[src/rtl/vga_timing_pkg.sv]
// Shared raster timing constants for the VGA path: default 640x480@60 geometry,
// derived totals and sync windows, and the coordinate type used by downstream logic.
package vga_timing_pkg;

    localparam int COORD_W = 10;
    typedef logic [COORD_W-1:0] coord_t;

    localparam int   DEF_H_ACTIVE = 640;
    localparam int   DEF_H_FP     = 16;
    localparam int   DEF_H_SYNC   = 96;
    localparam int   DEF_H_BP     = 48;
    localparam int   DEF_V_ACTIVE = 480;
    localparam int   DEF_V_FP     = 10;
    localparam int   DEF_V_SYNC   = 2;
    localparam int   DEF_V_BP     = 33;
    localparam int   DEF_CLK_DIV  = 2;
    localparam logic DEF_SYNC_POL = 1'b0;

    localparam int DEF_H_TOTAL      = DEF_H_ACTIVE + DEF_H_FP + DEF_H_SYNC + DEF_H_BP;
    localparam int DEF_V_TOTAL      = DEF_V_ACTIVE + DEF_V_FP + DEF_V_SYNC + DEF_V_BP;
    localparam int DEF_H_SYNC_START = DEF_H_ACTIVE + DEF_H_FP;
    localparam int DEF_H_SYNC_END   = DEF_H_SYNC_START + DEF_H_SYNC - 1;
    localparam int DEF_V_SYNC_START = DEF_V_ACTIVE + DEF_V_FP;
    localparam int DEF_V_SYNC_END   = DEF_V_SYNC_START + DEF_V_SYNC - 1;

    // Inclusive window test used for the sync decodes.
    function automatic logic in_span(coord_t v, coord_t lo, coord_t hi);
        return (v >= lo) && (v <= hi);
    endfunction

endpackage

[src/rtl/vga_sync_gen_pixel_tick_div.sv]
// Pixel-rate divider: counts clk cycles per pixel while enabled, producing the
// position advance strobe and a registered ~50% duty pixel_tick.
module pixel_tick_div #(
    parameter int CLK_DIV = 2
) (
    input  logic clk,
    input  logic rst_n,
    input  logic enable,
    output logic advance,
    output logic pixel_tick
);

    localparam int DIV_W = $clog2(CLK_DIV);
    localparam logic [DIV_W-1:0] DIV_LAST = DIV_W'(CLK_DIV - 1);
    localparam logic [DIV_W-1:0] DIV_HALF = DIV_W'(CLK_DIV / 2);

    logic [DIV_W-1:0] div_cnt_reg;
    logic [DIV_W-1:0] div_cnt_next;
    logic             pixel_tick_reg;

    assign advance    = enable && (div_cnt_reg == DIV_LAST);
    assign pixel_tick = pixel_tick_reg;

    always_comb begin
        div_cnt_next = div_cnt_reg;
        if (enable) begin
            div_cnt_next = (div_cnt_reg == DIV_LAST) ? '0 : div_cnt_reg + 1'b1;
        end
    end

    // The tick follows the next count so it rises CLK_DIV/2 clks after each advance.
    always_ff @(posedge clk or negedge rst_n) begin
        if (!rst_n) begin
            div_cnt_reg    <= '0;
            pixel_tick_reg <= 1'b0;
        end else begin
            div_cnt_reg    <= div_cnt_next;
            pixel_tick_reg <= enable && (div_cnt_next >= DIV_HALF);
        end
    end

endmodule

[src/rtl/vga_sync_gen.sv]
// Raster timing generator: scans pixel_x/pixel_y over the full frame at the pixel
// rate and emits registered video_on, sync and line/frame start markers.
module vga_sync_gen
    import vga_timing_pkg::*;
#(
    parameter int   H_ACTIVE = DEF_H_ACTIVE,
    parameter int   H_FP     = DEF_H_FP,
    parameter int   H_SYNC   = DEF_H_SYNC,
    parameter int   H_BP     = DEF_H_BP,
    parameter int   V_ACTIVE = DEF_V_ACTIVE,
    parameter int   V_FP     = DEF_V_FP,
    parameter int   V_SYNC   = DEF_V_SYNC,
    parameter int   V_BP     = DEF_V_BP,
    parameter int   CLK_DIV  = DEF_CLK_DIV,
    parameter logic SYNC_POL = DEF_SYNC_POL
) (
    input  logic               clk,
    input  logic               rst_n,
    input  logic               enable,
    output logic               pixel_tick,
    output logic [COORD_W-1:0] pixel_x,
    output logic [COORD_W-1:0] pixel_y,
    output logic               video_on,
    output logic               hsync,
    output logic               vsync,
    output logic               line_start,
    output logic               frame_start
);

    localparam int H_TOTAL = H_ACTIVE + H_FP + H_SYNC + H_BP;
    localparam int V_TOTAL = V_ACTIVE + V_FP + V_SYNC + V_BP;

    localparam coord_t H_LAST    = coord_t'(H_TOTAL - 1);
    localparam coord_t V_LAST    = coord_t'(V_TOTAL - 1);
    localparam coord_t H_VIS_END = coord_t'(H_ACTIVE);
    localparam coord_t V_VIS_END = coord_t'(V_ACTIVE);
    localparam coord_t H_SYNC_LO = coord_t'(H_ACTIVE + H_FP);
    localparam coord_t H_SYNC_HI = coord_t'(H_ACTIVE + H_FP + H_SYNC - 1);
    localparam coord_t V_SYNC_LO = coord_t'(V_ACTIVE + V_FP);
    localparam coord_t V_SYNC_HI = coord_t'(V_ACTIVE + V_FP + V_SYNC - 1);

    logic   advance;
    coord_t x_reg, x_next;
    coord_t y_reg, y_next;
    logic   video_on_reg, hsync_reg, vsync_reg;
    logic   line_start_reg, frame_start_reg;

    pixel_tick_div #(
        .CLK_DIV (CLK_DIV)
    ) u_tick_div (
        .clk        (clk),
        .rst_n      (rst_n),
        .enable     (enable),
        .advance    (advance),
        .pixel_tick (pixel_tick)
    );

    always_comb begin
        x_next = x_reg;
        y_next = y_reg;
        if (advance) begin
            if (x_reg == H_LAST) begin
                x_next = '0;
                y_next = (y_reg == V_LAST) ? '0 : y_reg + 1'b1;
            end else begin
                x_next = x_reg + 1'b1;
            end
        end
    end

    // Reset parks the scan on the last blanking position so the first advance lands on (0,0).
    // Decodes use the next-state counters so they switch on the same edge as the position.
    always_ff @(posedge clk or negedge rst_n) begin
        if (!rst_n) begin
            x_reg           <= H_LAST;
            y_reg           <= V_LAST;
            video_on_reg    <= 1'b0;
            hsync_reg       <= ~SYNC_POL;
            vsync_reg       <= ~SYNC_POL;
            line_start_reg  <= 1'b0;
            frame_start_reg <= 1'b0;
        end else begin
            x_reg           <= x_next;
            y_reg           <= y_next;
            video_on_reg    <= (x_next < H_VIS_END) && (y_next < V_VIS_END);
            hsync_reg       <= in_span(x_next, H_SYNC_LO, H_SYNC_HI) ? SYNC_POL : ~SYNC_POL;
            vsync_reg       <= in_span(y_next, V_SYNC_LO, V_SYNC_HI) ? SYNC_POL : ~SYNC_POL;
            line_start_reg  <= advance && (x_next == '0);
            frame_start_reg <= advance && (x_next == '0) && (y_next == '0);
        end
    end

    assign pixel_x     = x_reg;
    assign pixel_y     = y_reg;
    assign video_on    = video_on_reg;
    assign hsync       = hsync_reg;
    assign vsync       = vsync_reg;
    assign line_start  = line_start_reg;
    assign frame_start = frame_start_reg;

endmodule

[config.mk]
export PLATFORM = sky130hd
export DESIGN_NAME = vga_sync_gen
export DESIGN_NICKNAME = d
export VERILOG_FILES = /design/src/rtl/vga_timing_pkg.sv /design/src/rtl/vga_sync_gen_pixel_tick_div.sv /design/src/rtl/vga_sync_gen.sv
export SDC_FILE = /design/constraint.sdc
export NUM_CORES = 1
export LEC_CHECK = 0
export BUFFER_PORTS_ARGS = -buffer_cell sky130_fd_sc_hd__buf_2
export CORE_AREA = 2 2 58 60
export DETAILED_ROUTE_END_ITERATION = 6
export DIE_AREA = 0 0 60 62
export PLACE_DENSITY = 0.81
export SYNTH_ARGS = -nofsm -noshare
export SYNTH_HDL_FRONTEND = slang
export SYNTH_SLANG_ARGS = --single-unit
[constraint.sdc]
create_clock -name clk -period 3.15 [get_ports clk]
set_input_delay 0.63 -clock clk [delete_from_list [all_inputs] [get_ports clk]]
set_output_delay 0.63 -clock clk [all_outputs]
set_load 0.05 [all_outputs]
==> impl_metrics.csv, run 1 <==
group,metric,value,unit
run_status,status,"complete, no violations",
yosys,syn_nets,178,
clock_network,cts_max_level,1,
route,antenna_left,0,
critical_path,cp_common_cell,"and4_1",
critical_path,critical-path-top-delay-family,"simple AND/OR/NAND/NOR gates",
finish,seqCellArea,691,µm²
yosys,synth_cell_type_count,48,
power_and_ir_drop,ir_drop,0.452,mV
yosys,synthesis.area,0.00164,mm²
grt,antenna_found_initial,0,
route,wl,3370,µm
clock_network,clkTransAtPathRegs,0.16,ns
finish,fin_util,57.6,%
yosys,synth_seq_cells,27,
min_path,hold_class,"in2async",
grt,grt_usage,19.7,%
route,drt_first_pass_iters,4,
timing,final_max_slew_viol_count,0,
critical_path,max_stage_delay,0.61,ns
critical_path,path_max_fanout,7,
floorplanning,core_area,0.00318,mm²
finish,multiInputGateArea,866,µm²
route,dr_total_vias,1366,
clock_network,cts_tree,"built",
floorplanning,ios,29,
critical_path,crit_slowest_cell,"dfstp_2",
power_and_ir_drop,power.leakage,0.775,nW
critical_path,crit_buf_inv,0,
grt,overflow,0,
finish,antennaDiodeCount,0,
clock_network,ctsLongestPathBuffers,2,
route,drcViolationCount,0,
critical_path,cp-end-kind,"register",
clock_network,clock_latency,0.34,ns
timing,tns,0,ns
clock_network,clockRootBuffer,"clkbuf_4",
timing,fin_crit_sh,80.2,%
route,wl_per_cell,13.9,µm
clock_network,cts_resized,0,
finish,nets,205,
grt,grt_pass1_vias,1093,
finish,fill_cells,289,
yosys,synth_edf_count,0,
critical_path,critPathKind,"reg2reg",
timing,fin_skew,0.0113,ns
placed_design,io_buffer_count,28,
clock_network,clkSinkCount,27,
critical_path,cp.required,3.44,ns
critical_path,crit_chain,"ha_1 > and4_1 > nand4b_1 > nor3_1 > xor2_1 > nor4b_1 > and4_1",
placed_design,dp_hpwl,2430,µm
power_and_ir_drop,pwr_density_cell,558,mW/mm²
timing,setup_violations,0,
flow_run,cap_violations,0,
route,drt-initial-drc-count,66,
placed_design,gp_congestion,0.916,
floorplanning,die-area,0.00372,mm²
timing,max_slew.worst_pin.slew,0.579,ns
timing,rsz0062_at_grt,"no",
timing,max_freq,396,MHz
yosys,yosysSeqAreaShare,42.2,%
yosys,synth_ff_type,"dfrtp_1",
timing,relSlewSlack,61.4,%
yosys,yosysWarnings,0,
yosys,async_reset_ff_share,100,%
grt,grt_pass1_wl,5380,µm
clock_network,cts-buffers-inserted,3,
floorplanning,dieHeight,62,µm
clock_network,holdBufCountCts,0,
yosys,avgSynthCellArea,9.63,µm²
floorplanning,core.rowCount,21,
timing,hold_violations,0,
critical_path,start_kind,"register",
critical_path,arrival,2.82,ns
floorplanning,start_util,51.5,%
finish,drive_above_1_share,29.1,%
finish,area_growth,11.9,%
floorplanning,die_w,60,µm
yosys,synthesis.instances,170,
clock_network,cts_setup_buffers,0,
timing,period_minus_slack,2.53,ns
grt,grt_max_degree,28,
route,viasPerCell,5.64,
## worst paths after layout
| check | start | end | slack [ns] | cells past startpoint |
|---|---|---|---|---|
| worst max-delay path | pixel_x[0] | frame_start | 0.62 | 7 |
| worst min-delay path | rst_n | line_start | 0.26 | 1 |
| worst max register to register | pixel_x[0] | frame_start | 0.62 | 7 |
| worst min register to register | pixel_x[1] | pixel_x[1] | 0.54 | 1 |
| max in group asynchronous | rst_n | pixel_x[1] | 2.50 | 1 |
| min in group clk | pixel_x[1] | pixel_x[1] | 0.54 | 1 |
## logic make-up (layout without fill, tap and decap cells)
family	Yosys count	count (layout)	share of synthesized area, %
xor gates and xnor gates	14	14	7.49
DFF	27	27	42.2
adders and majority gates	5	5	3.82
muxes	2	2	1.30
AOI/OAI and AO/OA	31	31	12.0
buffers and inverters	16	42	4.89
and+or+nand+nor	75	75	28.3
## power by group
part	internal (mW)	switching [mW]	total, mW	leakage (nW)
Sequential	0.412	0.0646	0.477	0.315
Combinational	0.126	0.261	0.386	0.442
Clock	0.0479	0.110	0.158	0.0177
## through the flow
step	instances	hold WS, ns	area [µm²]	power [mW]	setup slack (ns)
detailed placement	238	0.517	1800	0.871	0.616
floorplan	170	0.334	1640	0.806	0.769
finish	242	0.259	1830	1.02	0.624
CTS	242	0.283	1830	1.03	0.654
global placement	238	0.507	1800	0.863	0.662
global route	242	0.308	1830	1.08	0.387
## Yosys cell counts (all sizes together) (3+ instances only)
master / n / share of area [%]
nand4: 9 / 3.8
buf: 4 / 2.1
nand3: 11 / 3.4
nor4: 3 / 2.4
ha: 5 / 3.8
nor3: 5 / 1.5
inv: 7 / 1.6
xor2: 5 / 2.7
and4: 4 / 2.1
clkbuf: 5 / 1.1
o21ai: 15 / 4.6
nand2: 16 / 3.7
xnor2: 9 / 4.8
and2: 3 / 1.1
nor2: 8 / 1.8
dfstp: 12 / 19
or3: 4 / 1.6
o31ai: 3 / 1.4
dfrtp: 15 / 23
## metal layers
| metal | part of all wire (%) | global-route usage (%) | wire length, µm | vias up |
|---|---|---|---|---|
| met5 | 0 | 0 | 0 | - |
| met4 | 1.2 | 6.67 | 40 | 0 |
| met3 | 4.2 | 3.31 | 142 | 4 |
| met2 | 46 | 28.7 | 1550 | 38 |
| met1 | 49 | 29.5 | 1630 | 649 |
| li1 | - | - | - | 675 |
## placed cells by master, fill, tap and decap left out, types with 7 or more instances in the layout
| cell type | Yosys | routed |
|---|---|---|
| nand2_1 | 16 | 16 |
| inv_1 | 7 | 7 |
| dfrtp_1 | 15 | 15 |
| o21ai_0 | 15 | 15 |
| dfstp_2 | 12 | 12 |
| buf_2 | 1 | 28 |
| nand3_1 | 11 | 11 |
| nor2_1 | 8 | 8 |
| nand4_1 | 8 | 8 |
| xnor2_1 | 9 | 9 |
## cell type report
class / instances / share of cell area (%)
well taps: 46 / 3.14
flip-flops and latches: 27 / 37.7
repair buffers: 31 / 8.89
clock inverters: 1 / 0.273
multi-input cells: 127 / 47.3
clock buffers: 3 / 1.23
inverters: 7 / 1.44
No activity file was read; power rests on OpenSTA's default activity.
==> run 2, diff against run 1 <==
Settings changed: CORE_AREA 2 2 58 60 to 2 2 61 63, DIE_AREA 0 0 60 62 to 0 0 63 65, PLACE_DENSITY 0.81 to 0.78.
Clock period 3.15 ns to 2.3 ns, I/O delays scaled along.
==> run 2 against run 1 <==
The flow now finishes with violations (setup timing). Flip-flop and latch count did not move. First-iteration DRC count rose by 18%. Clock-buffer cell count did not move. Core utilization rose by 1.4 points. Combinational power rose by 73%.
==> impl_metrics.csv, run 2 (synthesis results as in run 1) <==
group,metric,value,unit
run_status,status,"complete, but fails checks",
run_status,violations,"setup timing",
route,wl_per_cell,14.2,µm
power_and_ir_drop,ir_drop,0.425,mV
route,wl,3780,µm
clock_network,cts_setup_buffers,0,
finish,final_common_cell,"buf_2",
grt,antenna_found_initial,0,
floorplanning,core_area,0.00350,mm²
timing,hold_violations,0,
critical_path,crit_end,"vsync",
finish,drive_above_1_share,39.2,%
floorplanning,core.rowCount,22,
critical_path,start_kind,"register",
power_and_ir_drop,pwr_density_cell,743,mW/mm²
route,drt-initial-drc-count,78,
critical_path,crit_slowest_cell,"dfstp_4",
placed_design,pre_cts_ws,-0.0578,ns
floorplanning,die-area,0.00410,mm²
timing,max_slew.worst_pin.slew,0.586,ns
timing,final_max_slew_viol_count,0,
route,viasPerCell,5.44,
floorplanning,dieHeight,65,µm
timing,fin_crit_sh,101,%
timing,rsz0062_at_grt,"yes",
flow_run,cap_violations,0,
timing,setup_violations,2,
critical_path,crit_buf_inv,1,
min_path,hold_class,"in2async",
finish,finalInstanceArea,0.00206,mm²
clock_network,cts_max_level,1,
route,dr_total_vias,1442,
floorplanning,start_util,46.8,%
critical_path,cp-startpoint,"pixel_x[0]",
clock_network,holdBufCountCts,0,
floorplanning,ios,29,
critical_path,reg2reg_slack,-0.02,ns
critical_path,arrival,2.58,ns
timing,max_freq,431,MHz
clock_network,clkTransAtPathRegs,0.15,ns
finish,antennaDiodeCount,0,
grt,grt_max_degree,28,
timing,worst_slack,-0.0225,ns
floorplanning,die_w,63,µm
clock_network,clock_latency,0.32,ns
placed_design,io_buffer_count,28,
grt,overflow,0,
timing,relSlewSlack,60.9,%
critical_path,worstRegToRegCells,8,
grt,grt_usage,18.9,%
power_and_ir_drop,power.leakage,0.908,nW
power_and_ir_drop,finalPower,1.53,mW
clock_network,clockRootBuffer,"clkbuf_4",
placed_design,gp_congestion,0.888,
clock_network,cts_tree,"built",
critical_path,cp_common_cell,"nand4_1",
critical_path,max_stage_delay,0.66,ns
critical_path,critPathKind,"reg2reg",
clock_network,clkSinkCount,27,
grt,grt_pass1_wl,6130,µm
critical_path,crit_cells,8,
finish,area_growth,25.9,%
route,drt_first_pass_iters,4,
grt,grt_pass1_vias,1244,
critical_path,r2r-end,"vsync",
timing,tns,-0.0334,ns
critical_path,crit_chain,"ha_4 > buf_6 > nand4_1 > nor4b_4 > nand3_1 > xnor2_1 > and4_1 > nand4_1",
timing,fin_skew,0.00169,ns
clock_network,cts-buffers-inserted,3,
finish,fin_util,58.9,%
finish,mostFrequentLayoutCells,"buf_2, buf_4, nand2_1",
route,drcViolationCount,0,
timing,period_minus_slack,2.32,ns
route,antenna_left,0,
critical_path,cp.required,2.55,ns
placed_design,dp_hpwl,2820,µm
placed_design,placed_area,0.00198,mm²
finish,nets,226,
clock_network,ctsLongestPathBuffers,2,
critical_path,cp-end-kind,"register",
critical_path,critical-path-top-delay-family,"simple AND/OR/NAND/NOR gates",
critical_path,rr_startpoint,"pixel_x[0]",
critical_path,path_max_fanout,3,
[run 2: cell count changes in the layout (fill, tap and decap cells not counted), moves of 2 or more]
cell     delta
buf_4      +20
dfstp_2     -2
dfstp_4     +2
o21ai_0     -2
o21ai_1     +2
xnor2_1     -2
[run 2: area by class of cell]
class	instances	area, µm²
Fill cell	302	1440
Multi-Input combinational cell	127	925
Sequential cell	27	698
Timing Repair Buffer	52	324
Tap cell	48	60.1
Inverter	7	26.3
Clock buffer	3	22.5
Clock inverter	1	5.00
[run 2: worst reg2reg max path, delay by kind of cell (launching register included)]
| family | cells | cell delay, ns |
|---|---|---|
| DFF | 1 | 0.66 |
| adders and majority gates | 1 | 0.13 |
| buffers and inverters | 1 | 0.08 |
| and+or+nand+nor | 5 | 1.17 |
| xor gates and xnor gates | 1 | 0.20 |
[run 2: how the worst min path moves through the flow]
stage               startpoint  depth (start not counted)                     end
floorplan                rst_n                          0             frame_start
global placement         rst_n                          1  u_tick_div.div_cnt_reg
detailed placement       rst_n                          1  u_tick_div.div_cnt_reg
CTS                      rst_n                          1              pixel_x[7]
global route             rst_n                          1              pixel_y[0]
finish                   rst_n                          1   u_tick_div.pixel_tick
[run 2: metrics by stage]
stage                     instances  hold slack (ns)
after floorplan                 170            0.164
after global placement          261            0.487
after detailed placement        261            0.491
after CTS                       265            0.127
after global routing            265            0.137
final                           265            0.112
[run 2: what timing repair did]
| action | CTS | global route |
|---|---|---|
| endpoints found under the hold margin | 0 | 0 |
| endpoints found under the setup margin | 3 | 4 |
| resized for setup | 3 | 7 |
| pin swaps | 2 | 3 |
[run 2: per-layer routing]
layer | track usage, % | wire length [µm] | up-vias | share of wire (%)
li1 | - | - | 709 | -
met1 | 28.8 | 1880 | 679 | 50
met2 | 27.9 | 1670 | 48 | 44
met3 | 1.91 | 176 | 6 | 4.7
met4 | 5.83 | 53 | 0 | 1.4
met5 | 0 | 0 | - | 0
[run 2: where the power goes]
group          internal [mW]  total, mW  switching (mW)
clock network         0.0652      0.206           0.141
registers              0.576      0.657          0.0809
logic                  0.265      0.669           0.404
==> run 3, diff against run 2 <==
Settings changed: PLACE_DENSITY 0.78 to 0.73.
==> run 3 against run 2 <==
The run now ends clean. First-iteration DRC count decreased by 5.1%. Worst setup slack improved by 0.087 ns. Design area about the same. Non-clock buffer count decreased by 1. Maximum frequency increased by 3.9%. Sequential power decreased by 2%. Largest cell class unchanged.
==> impl_metrics.csv, run 3 (synthesis results as in run 1) <==
group,metric,value,unit
run_status,status,"complete, no violations",
timing,fin_crit_sh,97.2,%
timing,max_freq,447,MHz
route,route.met3.wl,260,µm
route,top_layer_used,"met4",
floorplanning,die-area,0.00410,mm²
route,viasPerCell,5.55,
finish,fin_util,59.0,%
route,wl,3840,µm
placed_design,dp_hpwl,2950,µm
power_and_ir_drop,p_switching,0.629,mW
timing,hold_violations,0,
timing,rsz0062_at_grt,"no",
critical_path,arrival,2.50,ns
critical_path,critPathKind,"reg2reg",
timing,setup_violations,0,
floorplanning,ios,29,
clock_network,clkSinkCount,27,
floorplanning,start_util,46.8,%
route,dr_total_vias,1466,
floorplanning,core.rowCount,22,
finish,area_growth,26.0,%
critical_path,cp.required,2.57,ns
timing,tns,0,ns
clock_network,ctsLongestPathBuffers,2,
route,drt-initial-drc-count,74,
finish,mostFrequentLayoutCells,"buf_2, buf_4, nand2_1",
route,drcViolationCount,0,
finish,multiInputGateArea,936,µm²
finish,final_common_cell,"buf_2",
placed_design,gp_congestion,0.979,
grt,grt_pass1_vias,1317,
route,wl_met2,1830,µm
route,wl_met1,1680,µm
clock_network,holdBufCountCts,0,
grt,overflow,0,
route,antenna_left,0,
critical_path,path_max_fanout,6,
clock_network,clockRootBuffer,"clkbuf_4",
power_and_ir_drop,p_sw_share,41.3,%
clock_network,cts_max_level,1,
power_and_ir_drop,ir_drop,0.531,mV
grt,grt_pass1_wl,6470,µm
placed_design,io_buffer_count,28,
critical_path,cp-end-kind,"register",
finish,nets,225,
min_path,hold_class,"in2async",
grt,grt_usage,19.8,%
timing,relSlewSlack,61.8,%
power_and_ir_drop,clock_power_share,13.8,%
clock_network,clkTransAtPathRegs,0.15,ns
flow_run,cap_violations,0,
finish,seqCellArea,698,µm²
floorplanning,dieHeight,65,µm
finish,drive_above_1_share,41.7,%
power_and_ir_drop,internal_power,0.892,mW
route,wl_per_cell,14.5,µm
clock_network,cts_tree,"built",
timing,period_minus_slack,2.24,ns
timing,max_slew.worst_pin.slew,0.572,ns
finish,fill_cells,303,
power_and_ir_drop,seqPwrFrac,42.3,%
timing,final_max_slew_viol_count,0,
power_and_ir_drop,finalPower,1.52,mW
route,drt_first_pass_iters,4,
grt,antenna_found_initial,0,
floorplanning,die_w,63,µm
power_and_ir_drop,power.leakage,0.892,nW
power_and_ir_drop,p_comb_share,43.9,%
finish,antennaDiodeCount,0,
critical_path,start_kind,"register",
grt,grt_max_degree,28,
clock_network,clock_latency,0.33,ns
clock_network,cts-buffers-inserted,3,
floorplanning,core_area,0.00350,mm²
timing,fin_skew,0.00278,ns
power_and_ir_drop,pwr_density_cell,738,mW/mm²
==> run 3: changes by cell type in the layout (fill, tap and decap cells not counted), moves of 2 or more <==
cell | previous run | this run
and4_4 | 0 | 2
nor3_2 | 1 | 3
and4_1 | 4 | 2
nor3_1 | 4 | 2
buf_4 | 23 | 21
==> run 3: what timing repair did <==
action / in CTS / in global routing
setup buffers: 0 / 2
cloned: 0 / 1
setup endpoints to repair: 1 / 5
endpoints found under the hold margin: 0 / 0
pin swaps: 0 / 6
resized for setup: 1 / 15
==> run 3: worst paths after layout <==
path,startpoint,to,slack [ns],cells past startpoint
max,pixel_x[0],hsync,0.06,7
min,rst_n,u_tick_div.div_cnt_reg,0.1,1
max reg2reg,pixel_x[0],hsync,0.06,7
min reg2reg,pixel_y[9],pixel_y[9],0.56,2
max in group asynchronous,rst_n,pixel_y[9],1.82,1
min in group clk,enable,u_tick_div.pixel_tick,0.38,2
==> run 3: power by group through the flow <==
stage | clock network, mW | logic [mW] | registers, mW
floorplan | 0 | 0.321 | 0.818
global placement | 0 | 0.640 | 0.643
detailed placement | 0 | 0.660 | 0.648
CTS | 0.216 | 0.665 | 0.640
global route | 0.227 | 0.722 | 0.655
finish | 0.210 | 0.667 | 0.643
==> run 3: routing by layer <==
metal | global-route usage [%] | up-vias
met3 | 2.08 | 9
li1 | - | 713
met2 | 31.6 | 52
met1 | 28.7 | 692
met5 | 0 | -
met4 | 5.28 | 0
==> run 3: stage by stage <==
stage               cells  area (µm²)  worst slack, ns  hold slack [ns]
global placement      257        1950           0.0591            0.487
detailed placement    257        1950          0.00305            0.492
global route          264        2060         0.000539            0.151
CTS                   261        1990           0.0264            0.120
floorplan             170        1660           0.0110            0.164
finish                264        2060           0.0644           0.0977
==> run 3: layout make-up <==
type / instances / area share, %
clock buffer: 3 / 1.09
clock inverter: 1 / 0.243
tap: 48 / 2.91
inverter: 7 / 1.27
multi-input combinational: 127 / 45.4
sequential: 27 / 33.9
timing repair buffer: 51 / 15.2
==> run 3: worst max-delay path, cell delays in order, from the launching register on <==
cell	delay, ns
dfstp_4	0.66
buf_4	0.14
nand3_2	0.12
or3_4	0.36
xnor2_2	0.19
a21o_2	0.19
o21ai_0	0.07
or3_2	0.45
